$ cat config.mk
export PLATFORM = sky130hd
export DESIGN_NAME = sar_search
export DESIGN_NICKNAME = d
export VERILOG_FILES = /design/src/rtl/sar_search.sv
export SDC_FILE = /design/constraint.sdc
export NUM_CORES = 1
export LEC_CHECK = 0
export ABC_AREA = 1
export ABC_CLOCK_PERIOD_IN_PS = 1900
export CAP_MARGIN = 20
export CORE_MARGIN = 2
export CORE_UTILIZATION = 23
export DETAILED_ROUTE_END_ITERATION = 8
export GPL_TIMING_DRIVEN = 0
export HOLD_SLACK_MARGIN = 0.06
export SYNTH_ARGS = -nofsm -noshare
export SYNTH_HDL_FRONTEND = slang
export SYNTH_SLANG_ARGS = --single-unit
$ cat constraint.sdc
create_clock -name clk -period 1.9 [get_ports clk]
set_clock_uncertainty 0.15 [all_clocks]
set_input_delay 0.285 -clock clk [delete_from_list [all_inputs] [get_ports clk]]
set_output_delay 0.285 -clock clk [all_outputs]
set_load 0.01 [all_outputs]
$ cat src/rtl/sar_search.sv
// sar_search: MSB-first successive-approximation search driving an external comparator's B operand.
module sar_search #(
   parameter int W      = 4,
   parameter int SETTLE = 1
) (
   input  logic         clk,
   input  logic         rst,
   input  logic         start,
   input  logic         cmp_E,
   input  logic         cmp_L,
   input  logic         cmp_G,
   output logic [W-1:0] trial,
   output logic         busy,
   output logic         done,
   output logic         found,
   output logic         err,
   output logic [W-1:0] result
);
   localparam int IW = $clog2(W);
   localparam int CW = SETTLE > 1 ? $clog2(SETTLE) : 1;
   typedef enum logic {IDLE, PROBE} state_t;
   state_t         state_q, state_d;
   logic [IW-1:0]  idx_q, idx_d;
   logic [CW-1:0]  cnt_q, cnt_d;
   logic [W-1:0]   trial_q, trial_d, result_q, result_d;
   logic           busy_q, busy_d, done_q, done_d, found_q, found_d, err_q, err_d;
   logic           valid;
   assign valid = $onehot({cmp_E, cmp_L, cmp_G});
   always_ff @(posedge clk or posedge rst) begin
      if (rst) begin
         state_q  <= IDLE;
         idx_q    <= '0;
         cnt_q    <= '0;
         trial_q  <= '0;
         result_q <= '0;
         busy_q   <= 1'b0;
         done_q   <= 1'b0;
         found_q  <= 1'b0;
         err_q    <= 1'b0;
      end else begin
         state_q  <= state_d;
         idx_q    <= idx_d;
         cnt_q    <= cnt_d;
         trial_q  <= trial_d;
         result_q <= result_d;
         busy_q   <= busy_d;
         done_q   <= done_d;
         found_q  <= found_d;
         err_q    <= err_d;
      end
   end
   always_comb begin
      state_d  = state_q;
      idx_d    = idx_q;
      cnt_d    = cnt_q;
      trial_d  = trial_q;
      result_d = result_q;
      busy_d   = busy_q;
      done_d   = 1'b0;
      found_d  = found_q;
      err_d    = err_q;
      case (state_q)
         IDLE: begin
            if (start) begin
               trial_d        = '0;
               trial_d[W-1]   = 1'b1;
               idx_d          = IW'(W - 1);
               cnt_d          = CW'(SETTLE - 1);
               found_d        = 1'b0;
               err_d          = 1'b0;
               result_d       = '0;
               busy_d         = 1'b1;
               state_d        = PROBE;
            end
         end
         PROBE: begin
            if (cnt_q != '0) begin
               cnt_d = cnt_q - CW'(1);
            end else if (!valid || cmp_E || idx_q == '0) begin
               // every terminal outcome: inconsistent response, match, or last bit resolved
               done_d   = 1'b1;
               busy_d   = 1'b0;
               state_d  = IDLE;
               err_d    = !valid || (!cmp_E && cmp_G);
               found_d  = valid && (cmp_E || cmp_L);
               result_d = !valid ? '0 : cmp_E ? trial_q : cmp_L ? {trial_q[W-1:1], 1'b0} : '0;
            end else begin
               trial_d[idx_q]          = cmp_G;
               trial_d[idx_q - IW'(1)] = 1'b1;
               idx_d                   = idx_q - IW'(1);
               cnt_d                   = CW'(SETTLE - 1);
            end
         end
         default: state_d = IDLE;
      endcase
   end
   assign trial  = trial_q;
   assign busy   = busy_q;
   assign done   = done_q;
   assign found  = found_q;
   assign err    = err_q;
   assign result = result_q;
endmodule

# ---- Word level (Yosys, flattened, before mapping)
# Cells that the tools add are included.
dict set report classes {
  addsub 4
  multipliers 0
  div 0
  n_lt_le_gt_ge 4
  n_eq_ne 5
  shift 0
  muxes 40
  bitwise_logic 2
  n_reduce_logical 13
}
# op n
set ops {}
lappend ops {{4-bit 2-to-1 mux} 9}
lappend ops {{1-bit 2-to-1 mux} 17}
lappend ops {{4-bit case mux with 2 select lines} 2}
lappend ops {{1-bit case mux with 2 select lines} 5}
lappend ops {{2-bit by 3-bit less-than comparator with 1-bit output (second input constant)} 2}
lappend ops {{2-bit 2-to-1 mux} 3}
lappend ops {{2-bit inequality test (second input constant)} 3}
lappend ops {{3-bit AND reduction} 2}
lappend ops {{4-bit bitwise mux} 1}
lappend ops {{1-bit demux with 2-bit select} 2}
lappend ops {{2-bit by 1-bit greater-or-equal comparator with 1-bit output (second input constant)} 2}
lappend ops {{1-bit logical AND} 4}
lappend ops {{1-bit logical OR} 4}
lappend ops {{4-bit bitwise OR} 1}
lappend ops {{2-bit case mux with 2 select lines} 1}
lappend ops {{1-bit by 1-bit adder with 2-bit output} 1}
lappend ops {{2-bit by 1-bit adder with 2-bit output} 1}
lappend ops {{2-bit by 1-bit == test with 1-bit output (second input constant)} 1}
lappend ops {{1-bit logical NOT} 2}
lappend ops {{2-bit logical NOT} 1}
lappend ops {{2-bit by 1-bit inequality test with 1-bit output (second input constant)} 1}
lappend ops {{2-bit by 1-bit subtractor with 2-bit output (second input constant)} 1}
lappend ops {{1-bit inverter} 1}
lappend ops {{1-bit subtractor (second input constant)} 1}
dict set report word_totals {
  regBits 16
  latchBits 0
  ramBits 0
  rom_bits 0
  inputBits 6
  elab_cells 77
  n_memories 0
}

# ---- Logic depth before layout (Yosys ltp)
# Gate-level depths: netlist (run 1).
dict set report depth {
  word_depth 9
  depth_mapped 9
}

# ---- Worst setup path before layout (run 1)
# Ideal clock, no wire load.
dict set report synth_timing {
  path_kind {input -> register}
  startpoint {input port cmp_E}
  endpoint {register result_q[1], in the netlist result[1]}
  setup_time_ns 0.116
  t_arrival_ns 1.383
  required_time_ns 1.634
  path_slack_ns 0.250
  cell_stages 8
  path_buffers 0
  path_cell_list {inv_1 fa_1 nor2_4 nand2_1 nand2_2 nand2_2 nand2_1 nand2_1}
}
dict set report synth_between {
  elab_chain_len 7
  word_cells_on_any_way 12
}
# element line
set synth_lines {}
lappend synth_lines {{start, declared} 9} ;# input logic cmp_E,
lappend synth_lines {{2-bit by 1-bit adder with 2-bit output (not written as such)} 28} ;# assign valid = $onehot({cmp_E, cmp_L, cmp_G});
lappend synth_lines {{2-bit by 1-bit == test with 1-bit output} 28}
lappend synth_lines {{1-bit logical NOT} n/a}
lappend synth_lines {{1-bit logical OR (2 in series)} 79} ;# end else if (!valid || cmp_E || idx_q == '0) begin
lappend synth_lines {{2-bit by 1-bit inequality test with 1-bit output (no line)} n/a}
lappend synth_lines {{3-bit AND reduction (no line)} n/a}
lappend synth_lines {{end signal, assigned} 45} ;# result_q <= result_d;
lappend synth_lines {{end, declared} 25} ;# logic [W-1:0] trial_q, trial_d, result_q, result_d;
# Parallel ways exist; a longest one is shown, timed or not. The select of a mux whose other input is x is not followed.
# A chain may end at the register's enable or synchronous reset.

# ---- Final worst setup path (run 1)
# Same ends and word-level chain as after synthesis.

==> impl_metrics.env, run 1 <==
export IMPL_hpwlAfterDp_um=1410
export IMPL_floorplan_initialDensity=0.238
export IMPL_irDropWorstVdd_mv=0.247
export IMPL_seq_area_frac_synth=0.434
export IMPL_detail_route_vias_per_cell=4.17
export IMPL_row_cnt=22
export IMPL_route_antenna_remaining_nets=0
export IMPL_cp_arrival_ps=1760
export IMPL_port_buffers=17
export IMPL_cp_peak_stage_delay_ps=530
export IMPL_design_core_area_um2=3630
export IMPL_worst_setup_path_type="in -> reg"
export IMPL_route_detailed_drc=0
export IMPL_floorplan_die_width_um=65.3
export IMPL_synth_avg_cell_area_um2=8.31
export IMPL_critical_path_max_fanout=5
export IMPL_die_h_um=65.3
export IMPL_die_area_um2=4270
export IMPL_initial_antenna_violation_count=0
export IMPL_clkLatencyLatePin_ps=240
export IMPL_grt_pass1_vias=751
export IMPL_timing_critical_path_from_type="input pin"
export IMPL_main_combinational_cell_family_by_area_after_synthesis="simple AND/OR/NAND/NOR gates"
export IMPL_clock_tree_htree_level_count=1
export IMPL_worst_hold_path_class="in -> async"
export IMPL_detail_route_wl_per_cell_um=10.5
export IMPL_rsz0062_at_grt="no"
export IMPL_grt_overflow_total=0
export IMPL_synthToLayoutAreaGrowth_pct=35.0
export IMPL_adder_cell_area_share_of_the_yosys_netlist=0.139
export IMPL_initialDrtViolationCount=59
export IMPL_postSynthCellCount=104
export IMPL_clockBufferDepth=2
export IMPL_largest_net_degree_at_the_start_of_global_routing=16
export IMPL_ys_ff_latch=15
export IMPL_min_period_over_period=0.937
export IMPL_drive_above_1_share=0.126
export IMPL_slew_violations=0
export IMPL_period_needed_ps=1780
export IMPL_status="complete, no violations"
export IMPL_synth_area_mux_share=0
export IMPL_endpoint_kind="register"
export IMPL_cap_viol_max_count=0
export IMPL_fin_cells=175
export IMPL_timing_critical_path_cells="dlygate4sd2_1 -> inv_1 -> fa_1 -> nor2_4 -> nand2_2 -> nand2_4 -> nand2_2 -> nand2_1 -> nand2_1"
export IMPL_max_slew_margin=0.619
export IMPL_clk_pin_slew_ps=60
export IMPL_post_place_cells=169
export IMPL_leakage_nw=0.594
export IMPL_critical_path_required_ps=1880
export IMPL_synth_cell_types=19
export IMPL_yosys_warnings=0
export IMPL_firstDrtPassIters=4
export IMPL_finalSetupViolCount=0
export IMPL_globalRouteTotalUtil=0.0997
export IMPL_worst_pin_slew_ps=571
export IMPL_layout_core_utilization=0.321
export IMPL_numCtsBuffers=3
export IMPL_wire_length_of_the_first_global_routing_pass_um=3310
export IMPL_p_per_area_nw_per_um2=887
export IMPL_synthSimpleGateAreaFrac=0.301
export IMPL_final_hold_violation_count=0
export IMPL_num_vias=729
export IMPL_crit_slowest_cell="sky130_fd_sc_hd__fa_1"
export IMPL_synth_compound_area_share=0.0434
export IMPL_fin_worst_hold_slack_ps=254
export IMPL_num_fill_cells=394
export IMPL_route_final_wire_length_um=1830
export IMPL_clock_tree_from_tritoncts="done"
export IMPL_syn_cell_area_um2=865
export IMPL_globalplace_congestion=0.777
export IMPL_clock_sink_count=15
export IMPL_number_of_buffers_inserted_by_hold_repair_at_cts=0
export IMPL_mappedNetlistNets=119
export IMPL_synthXorXnorAreaFrac=0
export IMPL_fmaxAchievable_mhz=562
export IMPL_nets=143
export IMPL_ant_diodes=0
export IMPL_total_i_o_pin_count=18
export IMPL_cts_root_buffer="sky130_fd_sc_hd__clkbuf_8"
[path summary, 6_finish.rpt]
check                      cells after the start                    end                  from  slack, ps
setup / recovery                               9  result[1]$_DFFE_PP0P_                 cmp_E        120
hold / removal                                 2         done$_DFF_PP0_                   rst        250
setup reg to reg                               8  result[1]$_DFFE_PP0P_  idx_q[0]$_DFFE_PP0P_        250
hold reg to reg                                2       busy$_DFFE_PP0P_      busy$_DFFE_PP0P_        330
max in group asynchronous                      2        err$_DFFE_PP0P_                   rst        970
min in group clk                               2       busy$_DFFE_PP0P_      busy$_DFFE_PP0P_        330
[cell usage in the layout (no fill, tap or decap), drive strengths merged]
| cell type | count |
|---|---|
| inv | 15 |
| nand4 | 1 |
| nand2 | 35 |
| clkdlybuf4s50 | 14 |
| dlygate4sd2 | 3 |
| nor2 | 5 |
| fa | 1 |
| ha | 8 |
| dfrtp | 15 |
| o21ai | 3 |
| nand3 | 13 |
| o211ai | 1 |
| nor3 | 3 |
| clkinv | 1 |
| clkbuf | 4 |
| buf | 2 |
| a21oi | 3 |
[power breakdown]
group / switching [mW] / internal [mW] / leakage (nW) / total [mW]
Clock: 0.104 / 0.148 / 0.0228 / 0.252
Combinational: 0.200 / 0.162 / 0.378 / 0.362
Sequential: 0.0528 / 0.370 / 0.192 / 0.422
Total: 0.356 / 0.680 / 0.594 / 1.04
[layer usage]
layer	routed length, um	global-route usage	part of all wire	vias up
met5	0	0	0	-
met2	888	0.161	0.49	20
met1	820	0.128	0.45	333
met4	14	0.0443	0.0077	0
met3	107	0.0205	0.059	2
li1	-	-	-	374
[repair_timing]
action,in CTS,in global routing
pin swaps,2,0
cloned,1,0
gates resized for setup,6,1
endpoints found under the setup margin,15,2
buffers inserted,1,0
[area by class of cell]
| type | count | area (um^2) | area share |
|---|---|---|---|
| Multi-Input combinational cell | 73 | 442 | 0.378 |
| Sequential cell | 15 | 375 | 0.322 |
| Buffer | 1 | 11.3 | 0.00965 |
| Timing Repair Buffer | 18 | 174 | 0.149 |
| Tap cell | 48 | 60.1 | 0.0514 |
| Inverter | 16 | 60.1 | 0.0514 |
| Clock buffer | 4 | 45.0 | 0.0386 |
[state kept, by name (all words and copies together), names as in the netlist]
| signal | count |
|---|---|
| idx_q | 2 |
| trial | 4 |
| done | 1 |
| found | 1 |
| err | 1 |
| result | 4 |
| state_q | 1 |
| busy | 1 |
[cell families after synthesis]
kind of cell	Yosys count
simple gates	56
fa+ha+maj	9
compound gates	7
flops	15
buf+inv	17
[synth_stat cells (all sizes together)]
cell type / n / area, um^2
nor2: 5 / 26.3
nand3: 13 / 70.1
a21oi: 3 / 15.0
o21ai: 3 / 15.0
buf: 1 / 11.3
o211ai: 1 / 7.51
dfrtp: 15 / 375
nor3: 3 / 15.0
fa: 1 / 20.0
clkinv: 1 / 3.75
inv: 15 / 56.3
ha: 8 / 100
nand2: 34 / 143
nand4: 1 / 6.26
[per-stage QoR]
step	TNS [ps]	setup WS (ps)	power, mW	instance area, um^2
CTS	0	135	1.05	1160
global route	0	5.84	1.13	1170
floorplan	0	250	0.642	865
global placement	-5790	-451	0.764	1090
detailed placement	-6160	-477	0.779	1090
finish	0	119	1.04	1170
[worst max-delay path, delay by kind of cell]
kind	cells	cell delay, ps
adder cells (fa/ha/maj)	1	530
buffers and inverters	2	400
AND/OR/NAND/NOR	6	550
No activity file was read; power rests on OpenSTA's default activity.
==> run 2: changes to the inputs <==
- CTS_CLUSTER_SIZE: default -> 28
==> results of run 2 <==
No change in the layout: final DEF, timing and power equal those of run 1.
